==> config.mk <==
export PLATFORM = sky130hd
export DESIGN_NAME = ps2_host_tx
export DESIGN_NICKNAME = d
export VERILOG_FILES = /design/src/rtl/ps2_host_tx.sv
export SDC_FILE = /design/constraint.sdc
export NUM_CORES = 1
export LEC_CHECK = 0
export CELL_PAD_IN_SITES_DETAIL_PLACEMENT = 1
export CELL_PAD_IN_SITES_GLOBAL_PLACEMENT = 1
export CORE_AREA = 2 2 79 81
export CTS_CLUSTER_DIAMETER = 80
export CTS_CLUSTER_SIZE = 24
export DETAILED_ROUTE_END_ITERATION = 12
export DIE_AREA = 0 0 81 83
export PLACE_DENSITY_LB_ADDON = 0.25
export RECOVER_POWER = 25
export SLEW_MARGIN = 20
export SYNTH_ARGS = -nofsm -noshare
export SYNTH_HDL_FRONTEND = slang
export SYNTH_SLANG_ARGS = --single-unit
==> constraint.sdc <==
create_clock -name clk -period 5.1 [get_ports clk]
set_input_delay 1.02 -clock clk [delete_from_list [all_inputs] [get_ports clk]]
set_output_delay 1.02 -clock clk [all_outputs]
set_load 0.01 [all_outputs]
==> src/rtl/ps2_host_tx.sv <==
// Host-to-device PS/2 transmitter.
// Runs the inhibit / request-to-send sequence, then shifts one command byte
// out LSB first with odd parity and a stop bit, clocked by the device. It
// finishes by sampling the device's acknowledge bit. Both PS/2 lines are
// open-drain, so the outputs are pull-low enables rather than pin levels.
//
// Handshake: `send` is looked at only while idle (busy = 0), and never in the
// cycle `done` is high. An accepted `send` captures `tx_data` and raises
// `busy` from the next cycle. `done` pulses for exactly one cycle, with
// `busy` already low. `ack_ok` and `error` are valid in that cycle and hold
// until the next accepted `send`. A `send` while busy is dropped, not queued.
module ps2_host_tx #(
    parameter int INHIBIT_CYCLES = 5000,
    parameter int TIMEOUT_CYCLES = 750000
) (
    input  logic       clk,
    input  logic       clrn,
    input  logic       send,
    input  logic [7:0] tx_data,
    input  logic       ps2_clk,
    input  logic       ps2_data,
    output logic       ps2_clk_oe,
    output logic       ps2_data_oe,
    output logic       busy,
    output logic       done,
    output logic       ack_ok,
    output logic       error
);

    typedef enum logic [2:0] {
        IDLE      = 3'd0,
        INHIBIT   = 3'd1,
        REQ       = 3'd2,
        SHIFT     = 3'd3,
        ACK       = 3'd4,
        WAIT_IDLE = 3'd5
    } state_t;

    localparam logic [19:0] INHIBIT_LAST = 20'(INHIBIT_CYCLES - 1);
    localparam logic [19:0] TIMEOUT_LAST = 20'(TIMEOUT_CYCLES - 1);

    state_t      state;
    state_t      next_state;
    logic [2:0]  clk_sync;
    logic [1:0]  data_sync;
    logic        clk_fall;
    logic        data_s;
    logic        lines_idle;
    logic        accept;
    logic        timeout;
    logic [7:0]  tx_q;
    // Bit 0 is the bit currently on the wire; the start bit sits below the
    // data so that the first device clock edge simply shifts to d0.
    logic [10:0] shreg;
    logic [3:0]  bit_cnt;
    // Shared counter: inhibit length while in INHIBIT, gap between device
    // clock falling edges while the device is clocking.
    logic [19:0] cnt;

    assign clk_fall   = clk_sync[2] & ~clk_sync[1];
    assign data_s     = data_sync[1];
    assign lines_idle = clk_sync[2] & data_s;
    assign accept     = (state == IDLE) && send && !done;
    assign timeout    = ((state == SHIFT) || (state == ACK) || (state == WAIT_IDLE))
                        && (cnt == TIMEOUT_LAST);

    // Bring the asynchronous PS/2 pin levels into the clk domain.
    always_ff @(posedge clk or negedge clrn) begin
        if (!clrn) begin
            clk_sync  <= 3'b111;
            data_sync <= 2'b11;
        end else begin
            clk_sync  <= {clk_sync[1:0], ps2_clk};
            data_sync <= {data_sync[0], ps2_data};
        end
    end

    // State register.
    always_ff @(posedge clk or negedge clrn) begin
        if (!clrn) begin
            state <= IDLE;
        end else begin
            state <= next_state;
        end
    end

    // Next-state logic; a timeout from any device-clocked state aborts to IDLE.
    always_comb begin
        next_state = state;
        case (state)
            IDLE:      if (accept) next_state = INHIBIT;
            INHIBIT:   if (cnt == INHIBIT_LAST) next_state = REQ;
            REQ:       next_state = SHIFT;
            SHIFT: begin
                if (timeout)                          next_state = IDLE;
                else if (clk_fall && bit_cnt == 4'd9) next_state = ACK;
            end
            ACK: begin
                if (timeout)       next_state = IDLE;
                else if (clk_fall) next_state = WAIT_IDLE;
            end
            WAIT_IDLE: begin
                if (timeout || lines_idle) next_state = IDLE;
            end
            default:   next_state = IDLE;
        endcase
    end

    // Line enables and busy decoded from the registered state.
    always_comb begin
        ps2_clk_oe  = (state == INHIBIT) || (state == REQ);
        ps2_data_oe = (state == REQ) || ((state == SHIFT) && !shreg[0]);
        busy        = (state != IDLE);
    end

    // Frame shifting, bit and cycle counting, and the end-of-transaction flags.
    always_ff @(posedge clk or negedge clrn) begin
        if (!clrn) begin
            tx_q    <= 8'h00;
            shreg   <= 11'h7ff;
            bit_cnt <= 4'd0;
            cnt     <= 20'd0;
            done    <= 1'b0;
            ack_ok  <= 1'b0;
            error   <= 1'b0;
        end else begin
            done <= 1'b0;

            if (accept) begin
                tx_q   <= tx_data;
                ack_ok <= 1'b0;
                error  <= 1'b0;
            end

            // Load {stop, odd parity, data, start} as REQ begins driving the start bit.
            if ((state == INHIBIT) && (next_state == REQ)) begin
                shreg <= {1'b1, ~^tx_q, tx_q, 1'b0};
            end else if ((state == SHIFT) && clk_fall && !timeout) begin
                shreg <= {1'b1, shreg[10:1]};
            end

            if (state == REQ) begin
                bit_cnt <= 4'd0;
            end else if ((state == SHIFT) && clk_fall) begin
                bit_cnt <= bit_cnt + 4'd1;
            end

            if ((state == IDLE) || (state == REQ)) begin
                cnt <= 20'd0;
            end else if (state == INHIBIT) begin
                cnt <= cnt + 20'd1;
            end else if (clk_fall) begin
                cnt <= 20'd0;
            end else begin
                cnt <= cnt + 20'd1;
            end

            if ((state == ACK) && clk_fall && !timeout) begin
                ack_ok <= ~data_s;
            end

            if (timeout) begin
                done   <= 1'b1;
                error  <= 1'b1;
                ack_ok <= 1'b0;
            end else if ((state == WAIT_IDLE) && lines_idle) begin
                done <= 1'b1;
            end
        end
    end

endmodule
======== Yosys cells after proc, flatten, opt, wreduce, memory -nomap -nowiden ========
Index checks and enable logic that the tools add are counted.
operators by class
  add/sub/neg operators ................... 2
  equality and inequality tests ........... 9
  muxes and demuxes ....................... 21
  bitwise logic cells ..................... 4
  reduce and logical (&&, ||, !) cells .... 27
operators by type and width
  cell                                                    number
  2-to-1 mux 20 bit                                       3
  2-to-1 mux 11 bit                                       2
  2-to-1 mux 3 bit                                        7
  adder 20 x 1 -> 20 bit (second input constant)          1
  equality test 20 x 13 -> 1 bit (second input constant)  1
  equality test 20 bit (second input constant)            1
  case mux 3 bit (6 select lines)                         1
  logical AND 1 bit                                       11
  equality test 3 x 2 -> 1 bit (second input constant)    3
  2-to-1 mux 4 bit                                        2
  XNOR reduction 8 bit                                    1
  equality test 3 bit (second input constant)             2
  logical OR 1 bit                                        6
  2-to-1 mux 1 bit                                        6
  nonzero test 2 bit                                      3
  nonzero test 3 bit                                      2
  adder 4 x 1 -> 4 bit (second input constant)            1
  equality test 4 bit (second input constant)             1
  equality test 3 x 1 -> 1 bit (second input constant)    1
  zero test 1 bit                                         3
  zero test 3 bit                                         1
  AND 1 bit                                               2
  inverter 1 bit                                          2
storage, ports and cells
  register bits after elaboration ......... 54
  input port bits ......................... 13
  output and inout bits ................... 6
  word-level logic and storage cells ...... 73

======== Logic depth before layout (Yosys ltp) ========
Gate-level depths: netlist of the first run.
  word-level depth ........................ 10
  depth in mapped cells ................... 7

======== Worst setup path before layout of the first run ========
No wires, ideal clock.
  path kind ............................... reg2out
  start point ............................. register state[0]
  end point ............................... output port ps2_clk_oe
  data arrival time ....................... 1022 ps
  slack ................................... 3058 ps
  cell stages (with the launch flop) ...... 4
  buffers on the path ..................... 1
  cells stage by stage .................... dfrtp_1 > clkbuf_1 > or2b_1 > a21oi_1
on the way
  word-level cells in the longest chain between the ends .. 2
  elaborated cells between the ends (all ways) .. 3
  those cells by class .................... 2 x eq/ne; 1 x reduce/logical
ends and longest elaborated chain
  what                                                                                 line  source
  start: declaration                                                                   42    state_t state;
  start signal: assignment                                                             83    state <= next_state;
  equality test 3 x 1 -> 1 bit / equality test 3 x 2 -> 1 bit (equally long branches)  111   ps2_clk_oe = (state == INHIBIT) || (state == REQ);
  logical OR 1 bit *                                                                   111
  end: declaration                                                                     22    output logic ps2_clk_oe,
Every way passes the cells marked *; elsewhere a longest branch is shown, timed or not.

==> impl_metrics.tcl, run 1 <==
set metrics [dict create \
    wire_per_inst_um 15.7 \
    power.switching_mw 0.159 \
    gr-total-overflow 0 \
    ioPinCount 19 \
    antenna_found_initial 0 \
    period_needed_ns 3.29 \
    synthArstFlopShare_pct 100 \
    yosysSeqAreaShare_pct 52.0 \
    setup_tns_ns 0 \
    hold_viol 0 \
    layout-drive-gt1-share_pct 14.5 \
    synth.avg_cell_area_um2 10.6 \
    ys_seq_elements 53 \
    grt_pass1_wl_um 9200 \
    die_x_um 81 \
    final-setup-viol-count 0 \
    place_hpwl_um 3690 \
    postRouteAntennaNets 0 \
    clkPwrFrac_pct 39.0 \
    syn-cell-area_um2 2580 \
    pwr-share-seq_pct 56.6 \
    crit_required_ns 4.92 \
    clock.fmax_ghz 0.304 \
    finClkSkew_ns 0.0105 \
    p_leak_nw 1.33 \
    synth_edf_count 0 \
    synth_cell_types 42 \
    grt_max_degree 54 \
    synthCells 244 \
    cts_buffers 5 \
    slew_headroom_pct -87.0 \
    port_buffers 18 \
    whs_ns 0.366 \
    synth_flop_cell "dfrtp_1" \
    cts_max_level 2 \
    p_per_area_nw_per_um2 261 \
    p_comb_share_pct 4.4 \
    via_per_inst 5.35 \
    insertion_delay_ns 0.31 \
    wl_um 5300 \
    gp_congestion 0.750 \
    syn-num-nets 260 \
    cts-root-buf "clkbuf_8" \
    hp-class "flip-flop to flip-flop" \
    cts_hold_buf 0 \
    fin_nets 277 \
    startpoint_type "input pin" \
    drtIter0Drc 92 \
    n_fill_cell 659 \
    core_um2 5820 \
    ys.warnings.count 0 \
    p_int_mw 0.605 \
    route.detailed.drc 0 \
    grt_usage_pct 17.4 \
    violations "capacitance limit, slew limit" \
    cts_buffer_depth 2 \
    synthToLayoutAreaGrowth_pct 13.3 \
    start_util_pct 44.4 \
    clock_sinks 53 \
    ir_drop_v 0.000135 \
    num_vias 1803 \
    path_clk_slew_ns 0.09 \
    ctsResizeCount 0 \
    rows 28 \
    worstMarginPinSlew_ns 2.81 \
    rsz0062_at_grt "no" \
    maxCapViolations 1 \
    cts_tree "done" \
    drt_pass1_iterations 4 \
    path_cells "buf_2 -> clkbuf_1" \
    path_class "input pin to async pin" \
    status "complete, but fails checks" \
    grt_pass1_vias 1876 \
    path_buf_inv 2 \
    layout_common_cells "nor2_1 (38), dfrtp_1 (38), xor2_1 (15), clkdlybuf4s50_1 (15)" \
    critPathTopFamily "buffers and inverters" \
    design.die.area_um2 6720 \
    crit_path_end_kind "async pin" \
    post_cts_buffers 0 \
    fp.dieH_um 83 \
    slew_viol_final 54 \
    critPathSlowestCell "clkbuf_1" \
    finalCritPeriodShare_pct 64.4 \
    swShare_pct 20.8 \
    path_max_fanout 53 \
    arrival_ns 3.10 \
    cp_slowest_stage_delay_ns 1.97 \
    n_antenna_cell 0 \
]
## metrics by stage
step	setup WS, ns	total power, mW	utilization [%]	cells	area (um2)
after floorplan	3.06	0.453	-	244	2580
after global placement	2.64	0.474	48.4	329	2810
after detailed placement	2.61	0.474	48.4	329	2810
after CTS	2.25	0.775	50.4	337	2930
after global routing	1.25	0.796	50.4	337	2930
final	1.81	0.763	50.4	337	2930
## per-layer routing
metal	global-route usage [%]	share of wire [%]	wire, um
met1	24.8	48	2560
met2	26.7	48	2530
met3	3.26	2.7	144
met4	5.55	1.3	70
met5	0	0	0
## final cells by class
type / count / area (um2) / area share (%)
Clock inverter: 2 / 37.5 / 1.28
Multi-Input combinational cell: 176 / 1160 / 39.8
Timing Repair Buffer: 20 / 186 / 6.36
Sequential cell: 53 / 1350 / 45.9
Inverter: 5 / 18.8 / 0.641
Clock buffer: 6 / 82.6 / 2.82
Tap cell: 75 / 93.8 / 3.20
## kinds of logic (layout without fill, tap and decap cells)
family | Yosys count | in the layout | synth area share (%)
AOI/OAI and AO/OA | 27 | 27 | 5.81
xor gates and xnor gates | 26 | 26 | 8.81
adders and majority gates | 3 | 3 | 1.45
buffers and inverters | 15 | 33 | 3.10
DFF | 53 | 53 | 52.0
muxes | 17 | 17 | 7.99
and+or+nand+nor | 103 | 103 | 20.8
## power groups by stage
stage / Combinational (mW) / Sequential, mW / Clock [mW]
after floorplan: 0.0150 / 0.438 / 0
after global placement: 0.0344 / 0.440 / 0
after detailed placement: 0.0346 / 0.440 / 0
after CTS: 0.0352 / 0.432 / 0.307
after global routing: 0.0378 / 0.433 / 0.326
final: 0.0336 / 0.432 / 0.298
## synthesized netlist by cell type (3+ instances only)
cell      number  area share (%)
a21oi_1       14             2.7
and3_1         3            0.73
clkbuf_1       5            0.73
dfrtp_1       38              37
dfstp_2       15              15
ha_1           3             1.5
inv_1          5            0.73
mux2_4         7             4.1
mux2i_1        9             3.5
nand2_1       11             1.6
nand2b_1       3            0.73
nand3_1       13             2.5
nand4_1       10             2.4
nor2_1        38             5.5
o21ai_0        5            0.97
or3_1          4            0.97
xnor2_1       11             3.7
xor2_1        15             5.1
## state kept, by name, summed over array words and instances (netlist names)
| register | count |
|---|---|
| data_sync | 2 |
| shreg | 10 |
| error | 1 |
| done | 1 |
| ack_ok | 1 |
| state | 3 |
| tx_q | 8 |
| cnt | 20 |
| bit_cnt | 4 |
| clk_sync | 3 |
## worst paths after layout
check / start / endpoint / slack (ns) / cells after the start
max in group clk: state[0] / ps2_clk_oe / 2.28 / 3
hold / removal: clk_sync[0] / clk_sync[1] / 0.37 / 0
hold reg to reg: clk_sync[0] / clk_sync[1] / 0.37 / 0
setup reg to reg: cnt[0] / shreg[2] / 2.69 / 6
setup / recovery: clrn / cnt[13] / 1.81 / 2
min in group asynchronous: clrn / tx_q[4] / 1.69 / 2
(Power assumes the default switching activity.)
==> run 2, diff against run 1 <==
Clock period 5.1 ns to 3.11 ns, I/O delays scaled along.
==> run 2 against run 1 <==
  * The run still ends with capacitance limit, slew limit left
  * Worst hold slack worse by 0.0029 ns
  * Sequential cell count unchanged
  * First-iteration DRC count grew 7.6%
  * Utilization shrank 0.26 points
  * Clock skew shrank 0.0021 ns
  * Final cell count rose by 0.59%
  * Setup slack worse by 1.2 ns
  * Largest power group unchanged
==> impl_metrics.tcl, run 2 (synthesis gave the netlist of run 1 again) <==
set metrics [dict create \
    maxCapViolations 1 \
    wire_per_inst_um 16.8 \
    violations "capacitance limit, slew limit" \
    top_register "cnt" \
    rows 28 \
    p_leak_nw 1.31 \
    finClkSkew_ns 0.00833 \
    design.die.area_um2 6720 \
    p_per_area_nw_per_um2 397 \
    slew_viol_final 32 \
    fin_nets 279 \
    path_clk_slew_ns 0.10 \
    crit_path_end_kind "primary output" \
    cts-root-buf "clkbuf_8" \
    start_util_pct 44.4 \
    place_hpwl_um 4110 \
    die_x_um 81 \
    worst_hold_path.endpoint "data_sync[1]" \
    timing.final.ws_setup_ns 0.631 \
    n_antenna_cell 0 \
    worstMarginPinSlew_ns 1.73 \
    clock.fmax_ghz 0.403 \
    drt_pass1_iterations 4 \
    grt_pass1_vias 1998 \
    port_buffers 18 \
    top_regs "cnt x20, shreg x10, tx_q x8" \
    drtIter0Drc 99 \
    cts_buffer_depth 2 \
    grt_pass1_wl_um 9650 \
    cts_buffers 5 \
    slew_headroom_pct -15.3 \
    synthToLayoutAreaGrowth_pct 12.7 \
    antenna_found_initial 0 \
    ff2ff_path_depth 6 \
    layout-drive-gt1-share_pct 14.8 \
    post_cts_buffers 0 \
    hp-start "data_sync[0]" \
    r2r-start "cnt[0]" \
    r2r_end "shreg[9]" \
    wl_um 5700 \
    via_per_inst 5.40 \
    route.detailed.drc 0 \
    final-setup-viol-count 0 \
    setup_tns_ns 0 \
    gr-total-overflow 0 \
    startpoint_type "flip-flop" \
    grt_usage_pct 18.4 \
    core_um2 5820 \
    gp_congestion 0.764 \
    finalCritPeriodShare_pct 79.7 \
    status "complete, but fails checks" \
    path_max_fanout 14 \
    insertion_delay_ns 0.31 \
    postRouteAntennaNets 0 \
    hp-class "flip-flop to flip-flop" \
    arrival_ns 1.86 \
    hold_viol 0 \
    ir_drop_v 0.000174 \
    cts_hold_buf 0 \
    fp.dieH_um 83 \
    ioPinCount 19 \
    whs_path_depth 0 \
    largest_reg_flops 20 \
    dp_slack_ns 0.986 \
    cts_tree "done" \
    layout_common_cells "nor2_1 (38), dfrtp_1 (38), xor2_1 (15), clkdlybuf4s50_1 (15)" \
    period_needed_ns 2.48 \
    crit_required_ns 2.49 \
    clock_sinks 53 \
    grt_max_degree 32 \
    rsz0062_at_grt "no" \
    num_vias 1831 \
    cts_max_level 2 \
    worst-r2r-setup-slack_ns 1.09 \
    ctsResizeCount 0 \
    path_class "flip-flop to primary output" \
]
-- run 2: cell type report --
| type | count | area (um2) |
|---|---|---|
| Fill cell | 653 | 2900 |
| Sequential cell | 53 | 1350 |
| Multi-Input combinational cell | 176 | 1160 |
| Timing Repair Buffer | 22 | 204 |
| Tap cell | 75 | 93.8 |
| Clock buffer | 6 | 72.6 |
| Inverter | 5 | 18.8 |
| Clock inverter | 2 | 15.0 |
-- run 2: where the power goes --
group          switching [mW]  internal, mW  leakage, nW  total, mW
Combinational          0.0267        0.0310        0.625     0.0577
Sequential            0.00777         0.700        0.653      0.708
Clock                   0.233         0.159       0.0374      0.392
-- run 2: critical path: stages, from the launching register on --
cell and delay (ns):
dfrtp_1 0.55, or2b_1 0.30, a21oi_1 0.14, clkdlybuf4s50_1 0.56
-- run 2: routing by layer --
metal	global-route usage, %	routed length (um)	part of all wire, %	vias to the layer above
met1	23.7	2600	46	914
met2	30.9	2880	51	32
li1	-	-	-	877
met3	3.80	142	2.5	8
met4	5.55	77	1.4	0
met5	0	0	0	-
-- run 2: metrics by stage --
| step | area, um2 | hold WS (ns) | util [%] | power (mW) | cells |
|---|---|---|---|---|---|
| 2_1_floorplan | 2580 | 0.326 | - | 0.743 | 244 |
| 3_3_place_gp | 2830 | 0.348 | 48.6 | 0.780 | 331 |
| 3_5_place_dp | 2830 | 0.347 | 48.6 | 0.781 | 331 |
| 4_1_cts | 2920 | 0.361 | 50.1 | 1.17 | 339 |
| 5_1_grt | 2910 | 0.368 | 50.1 | 1.21 | 339 |
| 6_report | 2910 | 0.363 | 50.1 | 1.16 | 339 |
-- run 2: how the worst max path moves through the flow --
stage	from	to	slack (ns)	depth (start not counted)
floorplan	state[2]	tx_q[0]	1.28	5
global placement	state[0]	ps2_clk_oe	0.97	3
detailed placement	state[0]	ps2_clk_oe	0.99	3
CTS	state[0]	ps2_clk_oe	0.61	3
global route	state[0]	ps2_clk_oe	0.54	3
finish	state[0]	ps2_clk_oe	0.63	3
